### src/rtl/axi_lite_pkg.sv
// Shared AXI4-Lite response codes and the writer FSM state encoding.
package axi_lite_pkg;

    localparam logic [1:0] RESP_OKAY   = 2'b00;
    localparam logic [1:0] RESP_SLVERR = 2'b10;

    typedef enum logic [1:0] {
        IDLE    = 2'b00,
        ISSUE   = 2'b01,
        WAIT_B  = 2'b10,
        BACKOFF = 2'b11
    } wr_state_t;

    function automatic logic resp_is_okay(input logic [1:0] resp);
        return (resp == RESP_OKAY);
    endfunction

endpackage

### src/rtl/axi_lite_sync_fifo.sv
// Single-clock first-word-fall-through FIFO with a registered head stage and occupancy output.
module axi_lite_sync_fifo
    import axi_lite_pkg::*;
#(
    parameter int WIDTH = 32,
    parameter int DEPTH = 4,
    localparam int PW = $clog2(DEPTH),
    localparam int LW = $clog2(DEPTH) + 1
) (
    input  logic             clk,
    input  logic             rst,
    input  logic             push,
    input  logic [WIDTH-1:0] push_data,
    input  logic             pop,
    output logic [WIDTH-1:0] head_data,
    output logic             head_valid,
    output logic             full,
    output logic [LW-1:0]    level
);

    logic [WIDTH-1:0] mem_r [DEPTH];
    logic [PW-1:0]    wr_ptr_r;
    logic [PW-1:0]    rd_ptr_r;
    logic [LW-1:0]    mem_cnt_r;
    logic [LW-1:0]    level_r;
    logic [WIDTH-1:0] out_data_r;
    logic             out_valid_r;
    logic             pop_s;
    logic             push_s;
    logic             load_s;
    logic             full_s;

    // Qualify requests; the head register refills whenever it is free or being consumed.
    always_comb begin
        full_s = (level_r == LW'(DEPTH));
        pop_s  = pop && out_valid_r;
        push_s = push && (!full_s || pop_s);
        load_s = (mem_cnt_r != {LW{1'b0}}) && (!out_valid_r || pop_s);
    end

    // Storage array write port.
    always_ff @(posedge clk) begin
        if (push_s) begin
            mem_r[wr_ptr_r] <= push_data;
        end
    end

    // Pointers, counts and the head register.
    always_ff @(posedge clk) begin
        if (rst) begin
            wr_ptr_r    <= {PW{1'b0}};
            rd_ptr_r    <= {PW{1'b0}};
            mem_cnt_r   <= {LW{1'b0}};
            level_r     <= {LW{1'b0}};
            out_data_r  <= {WIDTH{1'b0}};
            out_valid_r <= 1'b0;
        end else begin
            if (push_s) begin
                wr_ptr_r <= wr_ptr_r + PW'(1);
            end
            if (load_s) begin
                rd_ptr_r    <= rd_ptr_r + PW'(1);
                out_data_r  <= mem_r[rd_ptr_r];
                out_valid_r <= 1'b1;
            end else if (pop_s) begin
                out_valid_r <= 1'b0;
            end
            mem_cnt_r <= mem_cnt_r + LW'(push_s) - LW'(load_s);
            level_r   <= level_r + LW'(push_s) - LW'(pop_s);
        end
    end

    assign head_data  = out_data_r;
    assign head_valid = out_valid_r;
    assign full       = full_s;
    assign level      = level_r;

endmodule

### src/rtl/axi_lite_fifo_writer.sv
// AXI4-Lite write-only master: buffers producer words and issues one AW+W write per word,
// retrying SLVERR responses after a backoff and dropping the word once retries run out.
module axi_lite_fifo_writer
    import axi_lite_pkg::*;
#(
    parameter int                    ADDR_WIDTH     = 4,
    parameter int                    DATA_WIDTH     = 32,
    parameter int                    SRC_FIFO_DEPTH = 4,
    parameter logic [ADDR_WIDTH-1:0] WR_ADDR        = {ADDR_WIDTH{1'b0}},
    parameter int                    MAX_RETRY      = 3,
    parameter int                    BACKOFF_CYC    = 8,
    localparam int LW = $clog2(SRC_FIFO_DEPTH) + 1,
    localparam int SW = DATA_WIDTH / 8
) (
    input  logic                  clk_axi,
    input  logic                  axi_reset_i,
    input  logic                  src_valid_i,
    input  logic [DATA_WIDTH-1:0] src_data_i,
    output logic                  src_ready_o,
    output logic [ADDR_WIDTH-1:0] axi_awaddr_o,
    output logic                  axi_awvalid_o,
    input  logic                  axi_awready_i,
    output logic [DATA_WIDTH-1:0] axi_wdata_o,
    output logic [SW-1:0]         axi_wstrb_o,
    output logic                  axi_wvalid_o,
    input  logic                  axi_wready_i,
    input  logic [1:0]            axi_bresp_i,
    input  logic                  axi_bvalid_i,
    output logic                  axi_bready_o,
    output logic                  wr_busy_o,
    output logic                  wr_drop_o,
    output logic [15:0]           wr_ok_cnt_o,
    output logic [LW-1:0]         wr_level_o
);

    localparam int RW = (MAX_RETRY < 1) ? 1 : $clog2(MAX_RETRY + 1);
    localparam int BW = (BACKOFF_CYC < 2) ? 1 : $clog2(BACKOFF_CYC);

    wr_state_t             state_r;
    logic                  awvalid_r;
    logic                  wvalid_r;
    logic                  bready_r;
    logic                  drop_r;
    logic [DATA_WIDTH-1:0] wdata_r;
    logic [15:0]           ok_cnt_r;
    logic [RW-1:0]         retry_r;
    logic [BW-1:0]         backoff_r;

    logic [DATA_WIDTH-1:0] head_data_s;
    logic                  head_valid_s;
    logic                  full_s;
    logic [LW-1:0]         level_s;
    logic                  push_s;
    logic                  pop_s;
    logic                  b_hs_s;
    logic                  resp_ok_s;
    logic                  retry_left_s;
    logic                  aw_fin_s;
    logic                  w_fin_s;

    axi_lite_sync_fifo #(
        .WIDTH (DATA_WIDTH),
        .DEPTH (SRC_FIFO_DEPTH)
    ) u_src_fifo (
        .clk        (clk_axi),
        .rst        (axi_reset_i),
        .push       (push_s),
        .push_data  (src_data_i),
        .pop        (pop_s),
        .head_data  (head_data_s),
        .head_valid (head_valid_s),
        .full       (full_s),
        .level      (level_s)
    );

    // The head word leaves the buffer only on OKAY or when it is finally dropped.
    always_comb begin
        push_s       = src_valid_i && !full_s;
        b_hs_s       = (state_r == WAIT_B) && axi_bvalid_i && bready_r;
        resp_ok_s    = resp_is_okay(axi_bresp_i);
        retry_left_s = (retry_r < RW'(MAX_RETRY));
        aw_fin_s     = !awvalid_r || axi_awready_i;
        w_fin_s      = !wvalid_r || axi_wready_i;
        if (b_hs_s && (resp_ok_s || !retry_left_s)) begin
            pop_s = 1'b1;
        end else begin
            pop_s = 1'b0;
        end
    end

    // Writer FSM with registered AXI outputs and retry/backoff bookkeeping.
    always_ff @(posedge clk_axi) begin
        if (axi_reset_i) begin
            state_r   <= IDLE;
            awvalid_r <= 1'b0;
            wvalid_r  <= 1'b0;
            bready_r  <= 1'b0;
            drop_r    <= 1'b0;
            wdata_r   <= {DATA_WIDTH{1'b0}};
            ok_cnt_r  <= 16'd0;
            retry_r   <= {RW{1'b0}};
            backoff_r <= {BW{1'b0}};
        end else begin
            drop_r <= 1'b0;
            case (state_r)
                IDLE: begin
                    if (head_valid_s) begin
                        state_r   <= ISSUE;
                        awvalid_r <= 1'b1;
                        wvalid_r  <= 1'b1;
                        wdata_r   <= head_data_s;
                        retry_r   <= {RW{1'b0}};
                    end
                end
                ISSUE: begin
                    if (awvalid_r && axi_awready_i) begin
                        awvalid_r <= 1'b0;
                    end
                    if (wvalid_r && axi_wready_i) begin
                        wvalid_r <= 1'b0;
                    end
                    if (aw_fin_s && w_fin_s) begin
                        state_r  <= WAIT_B;
                        bready_r <= 1'b1;
                    end
                end
                WAIT_B: begin
                    if (b_hs_s) begin
                        bready_r <= 1'b0;
                        if (resp_ok_s) begin
                            ok_cnt_r <= ok_cnt_r + 16'd1;
                            state_r  <= IDLE;
                        end else if (retry_left_s) begin
                            retry_r   <= retry_r + RW'(1);
                            backoff_r <= {BW{1'b0}};
                            state_r   <= BACKOFF;
                        end else begin
                            drop_r  <= 1'b1;
                            state_r <= IDLE;
                        end
                    end
                end
                BACKOFF: begin
                    // The head word is still buffered, so the reissue re-reads it.
                    if (backoff_r == BW'(BACKOFF_CYC - 1)) begin
                        state_r   <= ISSUE;
                        awvalid_r <= 1'b1;
                        wvalid_r  <= 1'b1;
                        wdata_r   <= head_data_s;
                        backoff_r <= {BW{1'b0}};
                    end else begin
                        backoff_r <= backoff_r + BW'(1);
                    end
                end
                default: begin
                    state_r   <= IDLE;
                    awvalid_r <= 1'b0;
                    wvalid_r  <= 1'b0;
                    bready_r  <= 1'b0;
                end
            endcase
        end
    end

    assign src_ready_o   = !full_s;
    assign axi_awaddr_o  = WR_ADDR;
    assign axi_awvalid_o = awvalid_r;
    assign axi_wdata_o   = wdata_r;
    assign axi_wstrb_o   = {SW{1'b1}};
    assign axi_wvalid_o  = wvalid_r;
    assign axi_bready_o  = bready_r;
    assign wr_busy_o     = (state_r != IDLE) || (level_s != {LW{1'b0}});
    assign wr_drop_o     = drop_r;
    assign wr_ok_cnt_o   = ok_cnt_r;
    assign wr_level_o    = level_s;

endmodule
### config.mk
export PLATFORM = sky130hd
export DESIGN_NAME = axi_lite_fifo_writer
export DESIGN_NICKNAME = d
export VERILOG_FILES = /design/src/rtl/axi_lite_pkg.sv /design/src/rtl/axi_lite_sync_fifo.sv /design/src/rtl/axi_lite_fifo_writer.sv
export SDC_FILE = /design/constraint.sdc
export NUM_CORES = 1
export LEC_CHECK = 0
export ABC_AREA = 1
export CAP_MARGIN = 40
export CORE_MARGIN = 2
export CORE_UTILIZATION = 40
export CTS_BUF_LIST = sky130_fd_sc_hd__clkbuf_4
export CTS_CLUSTER_DIAMETER = 60
export CTS_CLUSTER_SIZE = 16
export DETAILED_ROUTE_END_ITERATION = 7
export PLACE_DENSITY = 0.64
export SLEW_MARGIN = 20
export SYNTH_ARGS = -nofsm -noshare
export SYNTH_HDL_FRONTEND = slang
export SYNTH_SLANG_ARGS = --single-unit
### constraint.sdc
create_clock -name clk_axi -period 4.75 [get_ports clk_axi]
set_input_delay 0.475 -clock clk_axi [delete_from_list [all_inputs] [get_ports clk_axi]]
set_output_delay 0.475 -clock clk_axi [all_outputs]
set_load 0.05 [all_outputs]
==> implementation parameters, run 1 <==
Parameter                              Value

Outcome
  Run status ... finished, final reports clean

Clock network
  CTS tree ... yes
  Buffer count from post-CTS setup fixing ... 0
  Root buffer cell ... clkbuf_4
  Clk sink count ... 230
  Hold buffer count at CTS ... 0
  Resized cells post-CTS ... 0
  Insertion delay to the later sink of the worst-skew pair ... roughly 0.64 ns
  Max Buffers Root-to-Sink ... 3
  Clock transition at path regs ... 0.16 ns
  Max H-tree Level ... 1
  Clock buffer count from CTS ... 19

Finish
  Ratio of cells with drive above 1 in the final layout ... roughly 6.0%
  Final-layout fill cell count ... about 2.1k
  Count of nets after finishing ... between 1k and 1.5k
  Synthesis-to-finish area growth ... 15.0%

STA
  Part of the cycle the worst path needs ... just under 60%
  Slew Limit Headroom ... between 50 and 60%
  RSZ-0062 raised after global routing ... false
  Max Clk Rate ... between 0.3 and 0.4 GHz
  Post-layout min period ... between 2 and 3 ns
  Setup violation total in the final timing report ... 0
  Final hold viol count ... 0
  Final max-slew violation count ... 0
  Final setup TNS ... 0 ns
  Transition time at the pin with the least slew margin ... 0.730 ns
  Worst clock skew ... approximately 0.027 ns

Route
  Detail-routed via count per cell ... 4.68
  Drt drc ... 0
  Wirelength per Cell ... between 10 and 15 um
  Total wire length after detailed routing ... around 19,000 um
  Number of detailed-routing iterations run before antenna repair ... 4
  Total vias in the final route ... ~6.3k
  Detail Route Antenna Nets ... 0
  Number of DRC violations after detailed-routing iteration 0 ... roughly 350

Yosys
  Commonest register cell after synthesis ... edfxtp_1
  Number of flops mapped to enable cells by yosys ... between 100 and 150
  Average instance area after synthesis ... around 9.7 sq um
  Synth unique cells ... 38
  Compound-cell area share of the yosys netlist ... ~11%
  Instance count of the mapped netlist ... ~960
  Mux contribution to synthesized area ... 0%
  Share of synthesized cell area in full adder, half adder and majority cells ... approximately 2.6%
  Proportion of synthesized chip area in sequential cells ... 63.4%
  Yosys Warn Count ... 0
  Flip-flop and latch count after synthesis ... 230
  Xor and xnor fraction of the mapped netlist area ... less than 1%
  Share of flip-flops with an asynchronous set or reset ... 0%
  Synth Area in Simple Gates ... 15.4%
  Cell area after synthesis ... slightly above 9000 sq um
  Largest family of logic cells by synthesized area ... simple AND/OR/NAND/NOR gates

Floorplan
  I/O pin cnt ... 105
  Number of core rows ... between 50 and 60
  Area inside the core boundary ... between 20,000 and 25,000 sq um
  Height of the die ... around 160 um
  Horizontal die dimension ... roughly 160 um
  Die footprint ... roughly 24,000 sq um
  Starting density of the core ... 40.9%

Critical path
  CP arrival ... roughly 2.3 ns
  Launching element type of the critical path ... flip-flop
  Kind of capture point of the worst setup path ... output port
  Worst-path fanout max ... 3
  Critical path required time ... 4.28 ns
  Type of the worst setup path ... reg -> out

Pwr
  Total power divided by cell area ... roughly 610 nW/um^2
  Standby leakage power ... a little over 4 nW
  Switching share of power ... about 43%
  Sequential Power Share ... between 40% and 50%
  Share of total power in combinational logic ... 44.7%
  Post-layout total power ... roughly 0.0065 W
  Part of the power in the clock network ... 13.6%
  Net switching power of the design ... between 0.002 and 0.003 W
  Internal power of the cells ... ~0.0037 W
  IR Drop Worst-Case VDD ... about 0.00024 V

Place
  Half-perimeter wire length after detailed placement ... between 10,000 and 15,000 um
  Port bufs ... 96
  Last weighted congestion value of the routability-driven placer ... about 0.81

Hold path
  Path class of the lowest-slack min-delay path ... reg -> reg

Global routing
  GRT Total Usage ... between 10% and 20%
  Remaining global-route overflow ... 0
  Largest net degree at the start of global routing ... slightly below 70
  Number of antenna violations at the first check in global routing ... 3
  Wire length of the first global-routing pass ... between 20,000 and 30,000 um
  Vias in the first global route ... 5,694

Job
  Number of maximum-capacitance constraint violations ... 0
==> layout make-up <==
class / count / area (sq um) / area share [%]
Antenna cell: 2 / 5.00 / 0.0469
Clock buffer: 28 / 210 / 1.97
Clock inverter: 6 / 40.0 / 0.375
Inverter: 85 / 322 / 3.01
Multi-Input combinational cell: 598 / 2800 / 26.2
Sequential cell: 230 / 5890 / 55.2
Tap cell: 285 / 357 / 3.34
Timing Repair Buffer: 107 / 1060 / 9.89
==> critical path: stages, from the launching register on <==
cell             delay, ns
dfxtp_1               0.40
inv_1                 0.09
ha_1                  0.25
nand3b_1              0.10
clkdlybuf4s50_1       0.80
==> flip-flops by register name, summed over array words and instances, names as in the netlist <==
signal / count
backoff_r: 3
u_src_fifo.wr_ptr_r: 2
wr_ok_cnt_o: 16
u_src_fifo.mem_cnt_r: 3
axi_bready_o: 1
axi_awvalid_o: 1
u_src_fifo.mem_r: 128
wr_drop_o: 1
axi_wdata_o: 32
state_r: 2
axi_wvalid_o: 1
u_src_fifo.level: 3
u_src_fifo.head_data: 32
u_src_fifo.rd_ptr_r: 2
u_src_fifo.head_valid: 1
retry_r: 2
==> power by group through the flow <==
stage / Combinational (W) / Clock [W] / Sequential [W]
floorplan: 0.00166 / 0 / 0.00332
global placement: 0.00291 / 0 / 0.00277
detailed placement: 0.00295 / 0 / 0.00278
CTS: 0.00296 / 0.000928 / 0.00273
global route: 0.00328 / 0.000998 / 0.00277
finish: 0.00293 / 0.000890 / 0.00273
==> per-layer routing <==
metal	vias to the layer above	global-route usage [%]	share of wire [%]
li1	3302	-	-
met4	0	3.76	1.6
met2	111	24.0	44
met5	-	0	0
met3	25	3.32	5.6
met1	2842	20.8	49
==> per-stage QoR <==
step | setup WS, ns | util [%] | instance area, sq um | hold WS [ns] | std cells
after floorplan | 1.47 | - | 9310 | 0.429 | 967
after global placement | 2.15 | 45.8 | 10400 | 0.438 | 1304
after detailed placement | 2.06 | 45.9 | 10400 | 0.441 | 1305
after CTS | 1.96 | 47.0 | 10700 | 0.401 | 1339
after global routing | 1.91 | 47.0 | 10700 | 0.405 | 1340
final | 2.01 | 47.0 | 10700 | 0.446 | 1341
==> cell usage after synthesis, types with 3 or more instances <==
master	count	share of area [%]
dfxtp_1	102	22
nor2_1	217	8.8
ha_1	16	2.2
buf_4	13	1.1
edfxtp_1	128	41
clkbuf_1	19	0.77
buf_6	7	0.85
buf_2	14	0.75
nand3_1	11	0.59
o21ai_0	138	7.4
nand2_1	123	5.0
o21ai_1	11	0.59
inv_1	81	3.3
a21oi_1	47	2.5
nand4_1	3	0.20
==> cells in the final DEF (no fill, tap or decap), types with 2 or more instances in the layout <==
cell             count
nand3_1             11
xor2_1               2
clkbuf_4            28
o21ai_1             11
clkdlybuf4s50_1     96
o21ai_0            138
nand2_1            123
diode_2              2
nand3_2              2
nor2_2               5
buf_4               10
fa_1                 2
nand4_1              3
a21oi_1             47
ha_1                16
nor2_1             212
edfxtp_1           128
inv_2                4
clkinv_1             2
nand3b_1             2
o21bai_1             2
conb_1               8
dfxtp_2              2
a31oi_1              2
dfxtp_1            100
nor2_4               2
inv_1               81
==> worst paths after layout <==
| check | from | to | cells past startpoint | slack, ns |
|---|---|---|---|---|
| worst min-delay path | u_src_fifo.head_data[1]$_SDFFE_PP0P_ | axi_wdata_o[1]$_SDFFE_PP0P_ | 2 | 0.45 |
| worst max register to register | state_r[0]$_SDFFE_PP0P_ | u_src_fifo.mem_cnt_r[2]$_SDFF_PP0_ | 15 | 2.31 |
| worst min register to register | u_src_fifo.head_data[1]$_SDFFE_PP0P_ | axi_wdata_o[1]$_SDFFE_PP0P_ | 2 | 0.45 |
| worst max-delay path | state_r[0]$_SDFFE_PP0P_ | wr_busy_o | 4 | 2.01 |
==> kinds of logic (layout without fill, tap and decap cells) <==
logic type / Yosys count / after routing
buffers and inverters: 139 / 226
AND/OR/NAND/NOR: 364 / 364
adder cells (fa/ha/maj): 18 / 18
flip-flops: 230 / 230
XOR/XNOR: 3 / 3
AO/OA/AOI/OAI: 205 / 205
other: 2 / 10
Power figures use the tool's default switching activity.
==> run 2: changes to the inputs <==
Settings changed: PLACE_DENSITY 0.64 to 0.66.
Clock period 4.75 ns to 2.3 ns, I/O delays scaled along.
==> run 2 against run 1 <==
Effect of this change:
- setup slack worse by 1.9 ns
- non-clock buffer count up 7
- cell count up 0.45%
- power up 110%
- count of clock-buffer cells in the layout unchanged
- sequential share of layout area down 1.1 points
- wire length up 1.2%
- worst hold slack worse by 0.22 ns
- die area unchanged
- first-iteration DRC count up 12%
- critical endpoint is now wr_ok_cnt_o[7]
==> implementation parameters, run 2 (synthesis results as in run 1) <==
Parameter                              Value

Critical path
  Crit-path leading delay family ... buffers and inverters
  Type of the worst setup path ... reg -> out
  Worst-path cell chain ... clkdlybuf4s50_1
  Peak per-stage delay on the critical path ... 0.84 ns (+0.04 ns)
  Kind of capture point of the worst setup path ... output port
  Cell with the largest stage delay on the worst path ... clkdlybuf4s50_1
  Launching element type of the critical path ... flip-flop
  Worst-path fanout max ... 6 (+3)
  Number of buffer and inverter stages on the critical path ... 1 (-1)
  CP arrival ... 1.93 ns (-0.33 ns)
  Critical path required time ... 2.07 ns (-2.21 ns)

STA
  Slew Limit Headroom ... 50.6% (-0.54 points)
  Part of the cycle the worst path needs ... between 90% and 100%
  Worst clock skew ... 0.0221 ns (-0.00507 ns)
  Final max-slew violation count ... 0 (unchanged)
  Setup violation total in the final timing report ... 0 (unchanged)
  RSZ-0062 raised after global routing ... false
  Post-layout min period ... about 2.2 ns
  Transition time at the pin with the least slew margin ... 0.741 ns (+0.0107 ns)
  Final hold viol count ... 0 (unchanged)
  Max Clk Rate ... around 0.46 GHz

Global routing
  Wire length of the first global-routing pass ... 30,600 um (+4.4%)
  Remaining global-route overflow ... 0 (unchanged)
  GRT Total Usage ... 15.6% (+0.57 points)
  Largest net degree at the start of global routing ... 67 (-2.9%)
  Number of antenna violations at the first check in global routing ... 5 (+2)
  Vias in the first global route ... 6,047 (+6.2%)

Outcome
  Run status ... finished, final reports clean

Finish
  Count of nets after finishing ... 1,106 (+0.64%)
  Final-layout fill cell count ... 2,078 (-2.4%)
  Non-filler cells in the finished layout ... 1,347 (+0.45%)
  Multi-input combinational cell area ... 2850 sq um (+2.0%)
  Flip-flop count of the largest register, all copies and words added ... 128 (unchanged)
  Synthesis-to-finish area growth ... 17.3%
  Most common cell after layout, fill and taps aside ... nor2_1
  Ratio of cells with drive above 1 in the final layout ... 7.45% (+1.5 points)
  Most frequent cells in the layout ... nor2_1 (211), o21ai_0 (138), edfxtp_1 (128), nand2_1 (121), dfxtp_1 (97)
  Top reg by flops ... u_src_fifo.mem_r
  FF/Latch Area ... 5890 sq um (about the same)

Clock network
  Clock buffer count from CTS ... 19 (unchanged)
  Hold buffer count at CTS ... 0 (unchanged)
  Clk sink count ... 230 (unchanged)
  CTS tree ... yes
  Max H-tree Level ... 1 (unchanged)
  Root buffer cell ... clkbuf_4
  Max Buffers Root-to-Sink ... 3 (unchanged)
  Buffer count from post-CTS setup fixing ... 0 (unchanged)
  Insertion delay to the later sink of the worst-skew pair ... 0.62 ns (-0.02 ns)
  Clock transition at path regs ... 0.16 ns (about the same)

Floorplan
  I/O pin cnt ... 105 (unchanged)
  Area inside the core boundary ... 22,700 sq um (unchanged)
  Height of the die ... 156 um (unchanged)
  Horizontal die dimension ... 156 um (unchanged)
  Starting density of the core ... 40.9% (unchanged)
  Die footprint ... 24,400 sq um (unchanged)
  Number of core rows ... 55 (unchanged)

Route
  Number of detailed-routing iterations run before antenna repair ... 4 (unchanged)
  Total wire length after detailed routing ... 18,800 um (+1.2%)
  Total vias in the final route ... 6,493 (+3.4%)
  Wirelength per Cell ... 13.9 um (+0.71%)
  Detail Route Antenna Nets ... 0 (unchanged)
  Detail-routed via count per cell ... 4.82 (+2.9%)
  Number of DRC violations after detailed-routing iteration 0 ... 395 (+12%)
  Drt drc ... 0 (unchanged)

Place
  Port bufs ... 96 (unchanged)
  Last weighted congestion value of the routability-driven placer ... 0.803 (-0.27%)
  Half-perimeter wire length after detailed placement ... 11,500 um (+2.1%)
  Placed cells ... 1,312 (+0.54%)

Pwr
  IR Drop Worst-Case VDD ... 0.000636 V (+160%)
  Post-layout total power ... 0.0137 W (+110%)
  Total power divided by cell area ... 1260 nW/um^2 (+110%)
  Standby leakage power ... 4.10 nW (+1.6%)

Job
  Number of maximum-capacitance constraint violations ... 0 (unchanged)

Hold path
  Path class of the lowest-slack min-delay path ... in -> reg
-- run 2: changes by cell type in the layout (fill, tap and decap cells not counted), sizes merged --
| cell | change |
|---|---|
| buf | +7 |
| dlygate4sd2 | +2 |
| clkdlybuf4s50 | -2 |
| inv | +1 |
| clkinv | -2 |
-- run 2: per-stage QoR --
step	cell area, sq um	setup WS, ns	hold slack, ns	utilization [%]	TNS (ns)
3_5_place_dp	10600	-0.0944	0.440	46.8	-0.166
4_1_cts	10900	0.0504	0.169	47.8	0
6_report	10900	0.144	0.227	48.0	0
5_1_grt	10900	0.0136	0.183	47.9	0
2_1_floorplan	9350	0.00114	0.299	-	0
3_3_place_gp	10600	-0.0247	0.435	46.8	-0.0247
-- run 2: metal layers --
layer	routed length [um]	track usage, %
met3	1170	3.49
met4	272	3.54
met5	37	0
met1	8850	21.4
met2	8420	25.3
-- run 2: worst paths after layout --
kind / start / endpoint / depth (start not counted) / slack, ns
worst max register to register: retry_r[0]$_SDFFE_PP0P_ / u_src_fifo.mem_cnt_r[1]$_SDFF_PP0_ / 11 / 0.15
worst min-delay path: src_data_i[19] / u_src_fifo.mem_r[0][19]$_DFFE_PP_ / 1 / 0.23
worst min register to register: u_src_fifo.head_data[23]$_SDFFE_PP0P_ / axi_wdata_o[23]$_SDFFE_PP0P_ / 2 / 0.45
worst max-delay path: wr_ok_cnt_o[7]$_SDFFE_PP0P_ / wr_ok_cnt_o[7] / 1 / 0.14
-- run 2: timing repair --
action	in CTS	in global routing
setup endpoints to repair	2	3
resized for setup	2	6
cloned	0	0
-- run 2: layout make-up --
class	instances	share of cell area (%)
Antenna cell	2	0.0460
Clock buffer	28	1.93
Clock inverter	5	0.322
Inverter	85	2.95
Multi-Input combinational cell	598	26.2
Sequential cell	230	54.1
Tap cell	285	3.27
Timing Repair Buffer	114	11.2
-- run 2: power breakdown --
| group | total [W] | leakage, nW | switching (W) | internal (W) |
|---|---|---|---|---|
| sequential | 0.00569 | 2.02 | 0.000403 | 0.00529 |
| combinational | 0.00623 | 1.94 | 0.00423 | 0.00200 |
| clock | 0.00182 | 0.143 | 0.00123 | 0.000583 |
| total | 0.0137 | 4.10 | 0.00586 | 0.00787 |
==> run 3: changes to the inputs <==
Settings changed: CORE_ASPECT_RATIO set to 1.2.
==> run 3 against run 2 <==
Effect of this change:
- combinational power is 0.8% lower
- flip-flop and latch count stayed put
- cell area is 0.87% higher
- critical path depth is 11 higher
- cell count is 2.3% higher
- wire length is 2.9% lower
- global-route usage is 0.69 points lower
- clock power is 19% higher
- die area hardly changed
- maximum frequency is 0.78% lower
- core utilization is 0.14 points lower
- clock skew is 0.010 ns higher
- critical path type is now reg -> reg
- largest cell class unchanged
==> implementation parameters, run 3 (synthesis results as in run 1) <==
Parameter                              Value

Critical path
  Launching element type of the critical path ... flip-flop
  CP arrival ... 2.73 ns (+0.80 ns)
  Worst-path fanout max ... 3 (-3)
  Critical path required time ... 2.85 ns (+0.78 ns)
  Type of the worst setup path ... reg -> reg
  Kind of capture point of the worst setup path ... flip-flop

Clock network
  CTS tree ... yes
  Max H-tree Level ... 1 (unchanged)
  Insertion delay to the later sink of the worst-skew pair ... 0.62 ns (about the same)
  Clock buffer count from CTS ... 19 (unchanged)
  Clk sink count ... 230 (unchanged)
  Hold buffer count at CTS ... 0 (unchanged)
  Max Buffers Root-to-Sink ... 3 (unchanged)
  Root buffer cell ... clkbuf_4
  Clock transition at path regs ... 0.16 ns (about the same)

Route
  Wirelength per Cell ... 13.2 um (-5.1%)
  Detail Route Antenna Nets ... 0 (unchanged)
  Number of detailed-routing iterations run before antenna repair ... 4 (unchanged)
  Number of DRC violations after detailed-routing iteration 0 ... 280 (-29%)
  Detail-routed via count per cell ... 4.62 (-4.1%)
  Total vias in the final route ... 6,370 (-1.9%)
  Total wire length after detailed routing ... 18,200 um (-2.9%)
  Drt drc ... 0 (unchanged)

Hold path
  Path class of the lowest-slack min-delay path ... in -> reg

STA
  Setup violation total in the final timing report ... 0 (unchanged)
  RSZ-0062 raised after global routing ... false
  Final hold viol count ... 0 (unchanged)
  Slew Limit Headroom ... 49.7% (-0.92 points)
  Max Clk Rate ... 0.460 GHz (-0.78%)
  Final max-slew violation count ... 0 (unchanged)
  Transition time at the pin with the least slew margin ... 0.754 ns (+0.0138 ns)
  Post-layout min period ... 2.17 ns (+0.0170 ns)
  Part of the cycle the worst path needs ... 94.5% (+0.74 points)
  Worst clock skew ... 0.0326 ns (+0.0105 ns)

Pwr
  Total power divided by cell area ... 1280 nW/um^2 (+1.1%)
  Post-layout total power ... 0.0140 W (+2.0%)
  IR Drop Worst-Case VDD ... 0.000649 V (+2.1%)
  Standby leakage power ... 4.14 nW (+1.1%)

Global routing
  Remaining global-route overflow ... 0 (unchanged)
  Largest net degree at the start of global routing ... 68 (+1.5%)
  GRT Total Usage ... 14.9% (-0.69 points)
  Vias in the first global route ... 5,793 (-4.2%)
  Wire length of the first global-routing pass ... 29,100 um (-4.9%)
  Number of antenna violations at the first check in global routing ... 1 (-4)

Floorplan
  Height of the die ... 171 um (+9.3%)
  I/O pin cnt ... 105 (unchanged)
  Horizontal die dimension ... 143 um (-8.5%)
  Area inside the core boundary ... 23,000 sq um (+1.2%)
  Number of core rows ... 61 (+11%)
  Die footprint ... 24,500 sq um (about the same)
  Starting density of the core ... 40.4% (-0.47 points)

Finish
  Most frequent cells in the layout ... nor2_1 (212), o21ai_0 (138), edfxtp_1 (128), nand2_1 (121), dfxtp_1 (97)
  Post-layout utilization of the core ... 47.8% (-0.14 points)
  Ratio of cells with drive above 1 in the final layout ... 7.54% (+0.087 points)
  Most common cell after layout, fill and taps aside ... nor2_1
  Count of nets after finishing ... 1,107 (+0.090%)
  Top reg by flops ... u_src_fifo.mem_r
  Flip-flop count of the largest register, all copies and words added ... 128 (unchanged)
  Synthesis-to-finish area growth ... 18.3%

Place
  Half-perimeter wire length after detailed placement ... 11,000 um (-4.4%)
  Last weighted congestion value of the routability-driven placer ... 0.744 (-7.3%)
  Port bufs ... 96 (unchanged)

Job
  Number of maximum-capacitance constraint violations ... 0 (unchanged)

Outcome
  Run status ... finished, final reports clean
run 3: critical path, stage by stage (launching register included):
cell and delay, ns:
dfxtp_1 0.35, ha_1 0.23, o21ai_2 0.23, nand2_4 0.08
nand2_4 0.05, inv_1 0.05, ha_1 0.27, inv_1 0.04
ha_1 0.18, fa_1 0.35, inv_1 0.07, o21ai_0 0.08
a21oi_1 0.12
run 3: through the flow:
stage / area, sq um / cells / setup slack [ns] / setup TNS (ns) / hold slack, ns
CTS: 11000 / 1375 / 0.000286 / 0 / 0.138
detailed placement: 10600 / 1342 / -0.0569 / -0.0893 / 0.439
finish: 11000 / 1378 / 0.127 / 0 / 0.200
floorplan: 9350 / 967 / 0.00114 / 0 / 0.299
global placement: 10600 / 1342 / -0.0151 / -0.0151 / 0.434
global route: 11000 / 1378 / 0.00931 / 0 / 0.148
run 3: final timing paths:
kind,end,start,depth (start not counted),slack (ns)
max,u_src_fifo.mem_cnt_r[2]$_SDFF_PP0_,retry_r[0]$_SDFFE_PP0P_,12,0.13
max reg2reg,u_src_fifo.mem_cnt_r[2]$_SDFF_PP0_,retry_r[0]$_SDFFE_PP0P_,12,0.13
min,wr_drop_o$_SDFF_PP0_,axi_bvalid_i,3,0.20
min reg2reg,axi_wdata_o[16]$_SDFFE_PP0P_,u_src_fifo.head_data[16]$_SDFFE_PP0P_,2,0.46
run 3: cell type report:
class,count,area [sq um]
Tap cell,315,394
Clock buffer,29,218
Sequential cell,230,5890
Inverter,85,322
Multi-Input combinational cell,598,2840
Antenna cell,2,5.00
Timing Repair Buffer,115,1210
Clock inverter,4,106
Fill cell,2141,12000
run 3: routing by layer:
layer	GRT usage, %	share of wire, %	routed length [um]	up-vias
li1	-	-	-	3321
met1	19.6	46	8370	2907
met2	25.0	47	8510	117
met3	2.88	5.5	994	25
met4	4.22	1.9	345	0
met5	0	0	0	-
run 3: where the power goes:
group	switching [W]	leakage [nW]	internal, W
Clock	0.00123	0.183	0.000928
Sequential	0.000376	2.02	0.00529
Combinational	0.00420	1.94	0.00199
Total	0.00581	4.14	0.00820
run 3: what timing repair did:
item                                    CTS  global route
resized for setup                         2             4
pin swaps                                 0             1
setup buffers                             0             1
gates cloned                              0             0
endpoints found under the setup margin    2             2
